File: config.mk
export PLATFORM = sky130hd
export DESIGN_NAME = mult_matrix_sequencer
export DESIGN_NICKNAME = d
export VERILOG_FILES = /design/src/rtl/mult_matrix_sequencer.sv
export SDC_FILE = /design/constraint.sdc
export NUM_CORES = 1
export LEC_CHECK = 0
export BUFFER_PORTS_ARGS = -buffer_cell sky130_fd_sc_hd__buf_2
export CORE_AREA = 5 5 67 75
export CTS_CLUSTER_SIZE = 14
export DETAILED_ROUTE_END_ITERATION = 6
export DIE_AREA = 0 0 72 80
export PLACE_DENSITY = 0.69
export SLEW_MARGIN = 20
export SYNTH_ARGS = -nofsm -noshare
export SYNTH_HDL_FRONTEND = slang
export SYNTH_SLANG_ARGS = --single-unit
File: constraint.sdc
create_clock -name clk -period 3.49 [get_ports clk]
set_clock_uncertainty 0.15 [all_clocks]
set_input_delay 0.1745 -clock clk [delete_from_list [all_inputs] [get_ports clk]]
set_output_delay 0.1745 -clock clk [all_outputs]
set_load 0.05 [all_outputs]
File: src/rtl/mult_matrix_sequencer.sv
// mult_matrix_sequencer: runs one matrix-multiply job. Streams the rows of
// operand A from a synchronous row RAM into the prep skew buffer, lets zero
// rows flush the systolic array, flags the cycles carrying finished result
// rows, and offers the host a start/busy/done handshake.
// Optional feature: define MULT_SEQ_PERF_EN to add the perf_cycles counter.
module mult_matrix_sequencer #(
    parameter int data_size  = 4,
    parameter int size       = 3,
    parameter int max_rows   = 16,
    parameter int result_lat = 5,
    localparam int AW = $clog2(max_rows)
) (
    input  logic                      clk,
    input  logic                      reset,
    input  logic                      start,
    input  logic [AW:0]               num_rows,
    output logic                      busy,
    output logic                      done,
    output logic                      rd_en,
    output logic [AW-1:0]             rd_addr,
    input  logic [data_size*size-1:0] rd_data,
    output logic [data_size*size-1:0] prep_stream,
    output logic                      prep_valid,
`ifdef MULT_SEQ_PERF_EN
    output logic [31:0]               perf_cycles,
`endif
    output logic                      result_valid
);

    localparam int DW = $clog2(result_lat + 2);

    typedef enum logic [1:0] {
        IDLE  = 2'd0,
        READ  = 2'd1,
        DRAIN = 2'd2,
        FIN   = 2'd3
    } state_t;

    state_t                state;
    logic [AW:0]           row_cnt;
    logic [AW:0]           job_rows;
    logic [DW-1:0]         drain_cnt;
    logic [AW:0]           clamped_rows;
    logic                  accept;
    logic                  rd_vld;
    logic [result_lat-1:0] valid_sr;

    // Row count the job will use, clamped to the largest supported job.
    always_comb begin
        clamped_rows = num_rows;
        if (num_rows > (AW+1)'(max_rows)) begin
            clamped_rows = (AW+1)'(max_rows);
        end
    end

    // A job is taken only from IDLE and never in the cycle done is showing.
    assign accept = (state == IDLE) && start && !done;

    // Job control: issue N reads, wait out the array latency, then pulse done.
    always_ff @(posedge clk or posedge reset) begin
        if (reset) begin
            state     <= IDLE;
            busy      <= 1'b0;
            done      <= 1'b0;
            rd_en     <= 1'b0;
            rd_addr   <= '0;
            row_cnt   <= '0;
            job_rows  <= '0;
            drain_cnt <= '0;
        end else begin
            done <= 1'b0;
            case (state)
                IDLE: begin
                    if (accept) begin
                        busy     <= 1'b1;
                        job_rows <= clamped_rows;
                        if (clamped_rows == '0) begin
                            state <= FIN;
                        end else begin
                            state   <= READ;
                            rd_en   <= 1'b1;
                            rd_addr <= '0;
                            row_cnt <= (AW+1)'(1);
                        end
                    end
                end
                READ: begin
                    if (row_cnt == job_rows) begin
                        rd_en     <= 1'b0;
                        rd_addr   <= '0;
                        drain_cnt <= '0;
                        state     <= DRAIN;
                    end else begin
                        rd_addr <= row_cnt[AW-1:0];
                        row_cnt <= row_cnt + 1'b1;
                    end
                end
                DRAIN: begin
                    if (drain_cnt == DW'(result_lat)) begin
                        state <= FIN;
                    end else begin
                        drain_cnt <= drain_cnt + 1'b1;
                    end
                end
                FIN: begin
                    done  <= 1'b1;
                    busy  <= 1'b0;
                    state <= IDLE;
                end
                default: state <= IDLE;
            endcase
        end
    end

    // Data path: RAM data lands one cycle after rd_en and is registered into
    // prep_stream; anything that is not a fresh row is a zero flush row.
    always_ff @(posedge clk or posedge reset) begin
        if (reset) begin
            rd_vld      <= 1'b0;
            prep_valid  <= 1'b0;
            prep_stream <= '0;
        end else begin
            rd_vld     <= rd_en;
            prep_valid <= rd_vld;
            if (rd_vld) begin
                prep_stream <= rd_data;
            end else begin
                prep_stream <= '0;
            end
        end
    end

    // Delay line that tracks each real row through the array to its result.
    always_ff @(posedge clk or posedge reset) begin
        if (reset) begin
            valid_sr <= '0;
        end else begin
            valid_sr[0] <= prep_valid;
            for (int i = 1; i < result_lat; i++) begin
                valid_sr[i] <= valid_sr[i-1];
            end
        end
    end

    assign result_valid = valid_sr[result_lat-1];

`ifdef MULT_SEQ_PERF_EN
    // Job cycle count: the accept cycle plus every busy cycle, saturating.
    always_ff @(posedge clk or posedge reset) begin
        if (reset) begin
            perf_cycles <= '0;
        end else if (accept) begin
            perf_cycles <= 32'd1;
        end else if (busy && (perf_cycles != '1)) begin
            perf_cycles <= perf_cycles + 32'd1;
        end
    end
`endif

endmodule

# Yosys cells after proc, flatten, opt, wreduce, memory -nomap -nowiden
# Cells that the tools add are included.
dict set report totals {
  register_bits 41
  latch_bits 0
  mem_bits_rw 0
  mem_bits_ro 0
  inputBits 20
  out_inout_bits 21
  wordCells 66
  mem_count 0
}
dict set report op_classes {
  add_sub_neg 2
  multipliers 0
  div 0
  n_lt_le_gt_ge 1
  n_eq_ne 11
  shift 0
  n_mux 25
  bitwise 0
  n_reduce_logical 15
}
# cell count
set op_table {}
lappend op_table {{$mux W5} 4}
lappend op_table {{$mux W12} 1}
lappend op_table {{$mux W4} 3}
lappend op_table {{$ne A2 B2 Y1 const B} 6}
lappend op_table {{$pmux W5 S2} 1}
lappend op_table {{$reduce_and A3 Y1} 3}
lappend op_table {{$mux W2} 4}
lappend op_table {{$pmux W2 S4} 1}
lappend op_table {{$pmux W4 S2} 1}
lappend op_table {{$reduce_and A4 Y1} 2}
lappend op_table {{$mux W3} 2}
lappend op_table {{$pmux W3 S2} 1}
lappend op_table {{$reduce_bool A2 Y1} 3}
lappend op_table {{$add A5 B1 Y5 const B} 1}
lappend op_table {{$eq A5 B5 Y1} 1}
lappend op_table {{$gt A5 B5 Y1 const B} 1}
lappend op_table {{$logic_not A5 Y1} 1}
lappend op_table {{$mux W1} 5}
lappend op_table {{$eq A2 B2 Y1 const B} 2}
lappend op_table {{$pmux W1 S2} 2}
lappend op_table {{$reduce_and A2 Y1} 2}
lappend op_table {{$add A3 B1 Y3 const B} 1}
lappend op_table {{$eq A3 B3 Y1 const B} 1}
lappend op_table {{$eq A2 B1 Y1 const B} 1}
lappend op_table {{other kinds (3)} 4}

# Longest topological paths before layout
dict set report depth {
  depth_word 6
  ltp_mapped 7
  mapped_depth_nobuf 6
}

# Worst setup path before layout
# OpenSTA, ideal clock, no wires.
dict set report synth_timing {
  path_type {flip-flop to flip-flop}
  start {register done}
  end {register job_rows[4]}
  setup_time_ns 0.125
  arrival_time_ns 1.436
  required_time_ns 3.215
  path_slack_ns 1.780
  path_stages_with_launch 4
  n_path_buf 1
  synth_period_minus_slack_ns 1.710
  cell_sequence {dfrtp_1 nand3b_1 clkbuf_1 mux2_2}
}
dict set report synth_via {
  elab_chain_cells 3
}
# item line_no
set synth_rtl {}
lappend synth_rtl {{start, declared} 18} ;# output logic done,
lappend synth_rtl {{start signal, assigned} 64} ;# done <= 1'b0;
lappend synth_rtl {{start signal, assigned} 71} ;# done <= 1'b0;
lappend synth_rtl {{start signal, assigned} 106} ;# done <= 1'b1;
lappend synth_rtl {{$logic_not A1 Y1} 57} ;# assign accept = (state == IDLE) && start && !done;
lappend synth_rtl {{$logic_and A1 B1 Y1} 57}
lappend synth_rtl {{$reduce_and A2 Y1 (no source line)} n/a}
lappend synth_rtl {{end signal, assigned} 76} ;# job_rows <= clamped_rows;
lappend synth_rtl {{end, declared} 41} ;# logic [AW:0] job_rows;
# No other way between the ends.
# A chain may end at the register's enable or synchronous reset.

# Final worst setup path
dict set report layout_timing {
  start {register state[0]}
  end {register rd_en}
}
dict set report layout_via {
  elab_chain_cells 5
  word_cells_on_any_way 10
  cone_classes {eq/ne (4); mux (1); reduce/logical (5)}
}
# item line_no
set layout_rtl {}
lappend layout_rtl {{start, declared} 39} ;# state_t state;
lappend layout_rtl {{start signal, assigned} 62} ;# state <= IDLE;
lappend layout_rtl {{start signal, assigned} 78} ;# state <= FIN;
lappend layout_rtl {{start signal, assigned} 80} ;# state <= READ;
lappend layout_rtl {{$logic_not A2 Y1} {57, 72}}
lappend layout_rtl {{$logic_and A1 B1 Y1 (2 in a row)} 57}
lappend layout_rtl {{$ne A2 B2 Y1 (no source line)} n/a}
lappend layout_rtl {{$reduce_and A4 Y1 (no source line)} n/a}
lappend layout_rtl {{end signal, assigned} 65} ;# rd_en <= 1'b0;
lappend layout_rtl {{end signal, assigned} 81} ;# rd_en <= 1'b1;
lappend layout_rtl {{end signal, assigned} 89} ;# rd_en <= 1'b0;
lappend layout_rtl {{end, declared} 19} ;# output logic rd_en,
# Parallel ways exist; a longest one is shown, timed or not.

==> summary.txt <==
Run status
  – Outcome: completed

Global routing
  – First-pass GRT wire length: 6690 um
  – Initial antenna violation count: 0
  – Vias in the first global route: 1,380
  – GR Layer Usage met2: 22.4%
  – Aggregate global-route resource usage: 14.8%
  – Met1 Use GR: 20.3%
  – Overflow after GRT: 0
  – Largest net degree at the start of global routing: 42
  – Top Usage Layer GRT: met2
  – Met3 usage: 3.78%

Cells and area
  – # fillers: 374
  – Post-layout net count: 259
  – Fraction of layout instances using a drive strength above 1: 23.2%
  – Final instance area: 2370 sq um
  – Area Overhead vs Synth: 25.6%
  – Post-route insts no fill: 287
  – Antenna Diode Count: 0

Setup path
  – Max Fanout on Critical Path: 13
  – Worst path max stage delay: 430 ps
  – Critical path class: register to register
  – Crit path launch type: register
  – Critical Path RT: 3490 ps
  – Worst-path cell chain: inv_1 -> ha_1 -> nand3b_1 -> a22o_2 -> o31ai_1 -> o21ai_0
  – Critical path endpoint category: register
  – Delay-heaviest family, CP: compound AO/OA/AOI/OAI gates
  – CP max-delay cell: a22o_2
  – CP arrival: 2240 ps
  – WP buf/inv: 1

Synth
  – Yosys reg bits: 41
  – Seq/Total Area, Yosys: 54.4%
  – Synth warn: 0
  – Synth area leaders: dfrtp_1 54%, ha_1 4.6%, and2_1 4.0%
  – Cell Area, Synth: 1890 sq um
  – Unique masters post-synth: 41
  – Count leader, synth: dfrtp_1
  – Number of synthesized flops with an enable pin: 0
  – Commonest cells post-synth: 41 x dfrtp_1, 18 x nand2_1, 12 x and2_1, 10 x o21ai_0, 9 x inv_1
  – Syn_nets: 201
  – Ys flop type: dfrtp_1
  – FFs w/ async S/R, synth: 100%
  – Synthesized area per cell: 10.8 sq um
  – Synth Instances: 174
  – Yosys top cell area share: 54.4%
  – Leading area contributor after synthesis: dfrtp_1

Clock network
  – Clk_lat worst skew: 290 ps
  – TritonCTS clock tree: built
  – Inserted Clock Buffers: 5
  – Clock slew at the register clock pins of the worst setup and hold paths: 80 ps
  – Root Driver: clkbuf_8
  – H-tree levels: 2
  – CTS sink cnt: 41
  – CTS Buffer Depth: 2

Place
  – Input/output buffers: 40
  – Place WS: 1320 ps
  – Area after DPL: 2120 sq um
  – GPL Wtd Cong: 0.836
  – Dpl cells: 262
  – Placed wire-length estimate: 2580 um

STA
  – Unrepaired setup endpoints after global routing: false
  – Tcrit/Tclk final: 64.3%
  – Fin. Hold Viols: 0
  – Slew Limit Fails: 0
  – Worst Slack Setup Final: 1250 ps
  – Max transition margin: 56.7%
  – Slew @ Worst Pin: 643 ps
  – Achievable Freq: 446 MHz
  – Endpoints failing setup: 0
  – Period minus WS final: 2240 ps
  – Setup tns final: 0 ps

Die
  – Total I/O pin count: 41
  – Initial Utilization: 45.0%
  – Die area: 5760 sq um
  – Die X: 72 um
  – Die Span Y: 80 um
  – FP Rows: 25
  – Core area: 4190 sq um

Hold path
  – Hold/Removal Path Class: input port to register

Routing
  – WL/cell: 13.7 um
  – Detail Route Antenna Nets: 0
  – DR iter-0 viols: 77
  – Drt via density: 5.05
  – Final wirelength: 3930 um
  – 1st-pass router iterations: 4
  – Drt drc: 0
  – Vias: 1,450

Pwr
  – Static Leakage: 1.10 nW
  – Pwr Density: 826 nW/um^2
  – Peak VDD IR: 409 uV

Job
  – Max Cap Violations: 0
what timing repair did:
action                                 in CTS  in global routing
buffers inserted                            0                  0
hold buffers                               17                  0
endpoints found under the hold margin      57                  0
gates resized for setup                     0                  0
final cells by class:
| class | count | area, sq um | area share, % |
|---|---|---|---|
| Multi-Input combinational cell | 117 | 782 | 33.0 |
| Sequential cell | 41 | 1030 | 43.3 |
| Inverter | 9 | 33.8 | 1.43 |
| Clock inverter | 2 | 10.0 | 0.422 |
| Clock buffer | 6 | 72.6 | 3.06 |
| Timing Repair Buffer | 58 | 378 | 15.9 |
| Tap cell | 54 | 67.6 | 2.85 |
metrics by stage:
step	util [%]	power [W]	hold WS (ps)
2_1_floorplan	-	0.00149	153
3_3_place_gp	50.5	0.00164	176
3_5_place_dp	50.5	0.00165	176
4_1_cts	56.5	0.00197	26.9
5_1_grt	56.5	0.00211	29.4
6_report	56.5	0.00196	31.3
routing by layer:
metal  wire length (um)  up-vias
met5                  0        -
met4                 72        0
met3                290        8
met2               1750       57
met1               1810      663
li1                   -      722
where the power goes:
| part | switching (W) | internal [W] | leakage (nW) |
|---|---|---|---|
| Sequential | 0.000115 | 0.000615 | 0.486 |
| Combinational | 0.000628 | 0.000301 | 0.569 |
| Clock | 0.000158 | 0.000139 | 0.0450 |
| Total | 0.000902 | 0.00106 | 1.10 |
worst paths after layout:
| check | start | endpoint | slack (ps) | cells after the start |
|---|---|---|---|---|
| setup / recovery | state[0] | rd_en | 1250 | 6 |
| hold / removal | num_rows[4] | job_rows[4] | 30 | 2 |
| setup reg to reg | state[0] | rd_en | 1250 | 6 |
| hold reg to reg | valid_sr[2] | valid_sr[3] | 200 | 0 |
| max in group asynchronous | reset | prep_stream[4] | 2440 | 4 |
| min in group asynchronous | reset | drain_cnt[1] | 400 | 4 |
cells by family after synthesis:
group                    Yosys count  share of synthesized area (%)
flip-flops                        41                           54.4
buffers and inverters             16                           4.18
XOR/XNOR                           5                           2.32
AND/OR/NAND/NOR                   59                           16.8
AO/OA/AOI/OAI                     43                           16.0
adder cells (fa/ha/maj)            7                           4.64
multiplexers                       3                           1.66
layout by cell type, fill, tap and decap left out, types with 3 or more instances in the layout:
master,instances
a22oi_1,3
buf_2,40
clkbuf_8,5
nand2b_1,7
o31ai_1,3
nand2_1,18
dfrtp_1,41
nand3_1,4
nor2_1,3
inv_1,9
xor2_1,5
nor2b_1,4
o211ai_1,6
o21ai_0,10
a21oi_1,7
ha_1,7
dlygate4sd3_1,17
and2_1,12
worst reg2reg max path: stages (launching register included):
cell and delay (ps):
dfrtp_1 410, inv_1 120, ha_1 270, nand3b_1 350, a22o_2 430, o31ai_1 250, o21ai_0 120
flip-flops by register name, summed over array words and instances (netlist names), 2 cells and up:
signal       count
drain_cnt        3
job_rows         5
prep_stream     12
rd_addr          4
row_cnt          5
state            2
valid_sr         5
No activity file was read; power rests on OpenSTA's default activity.
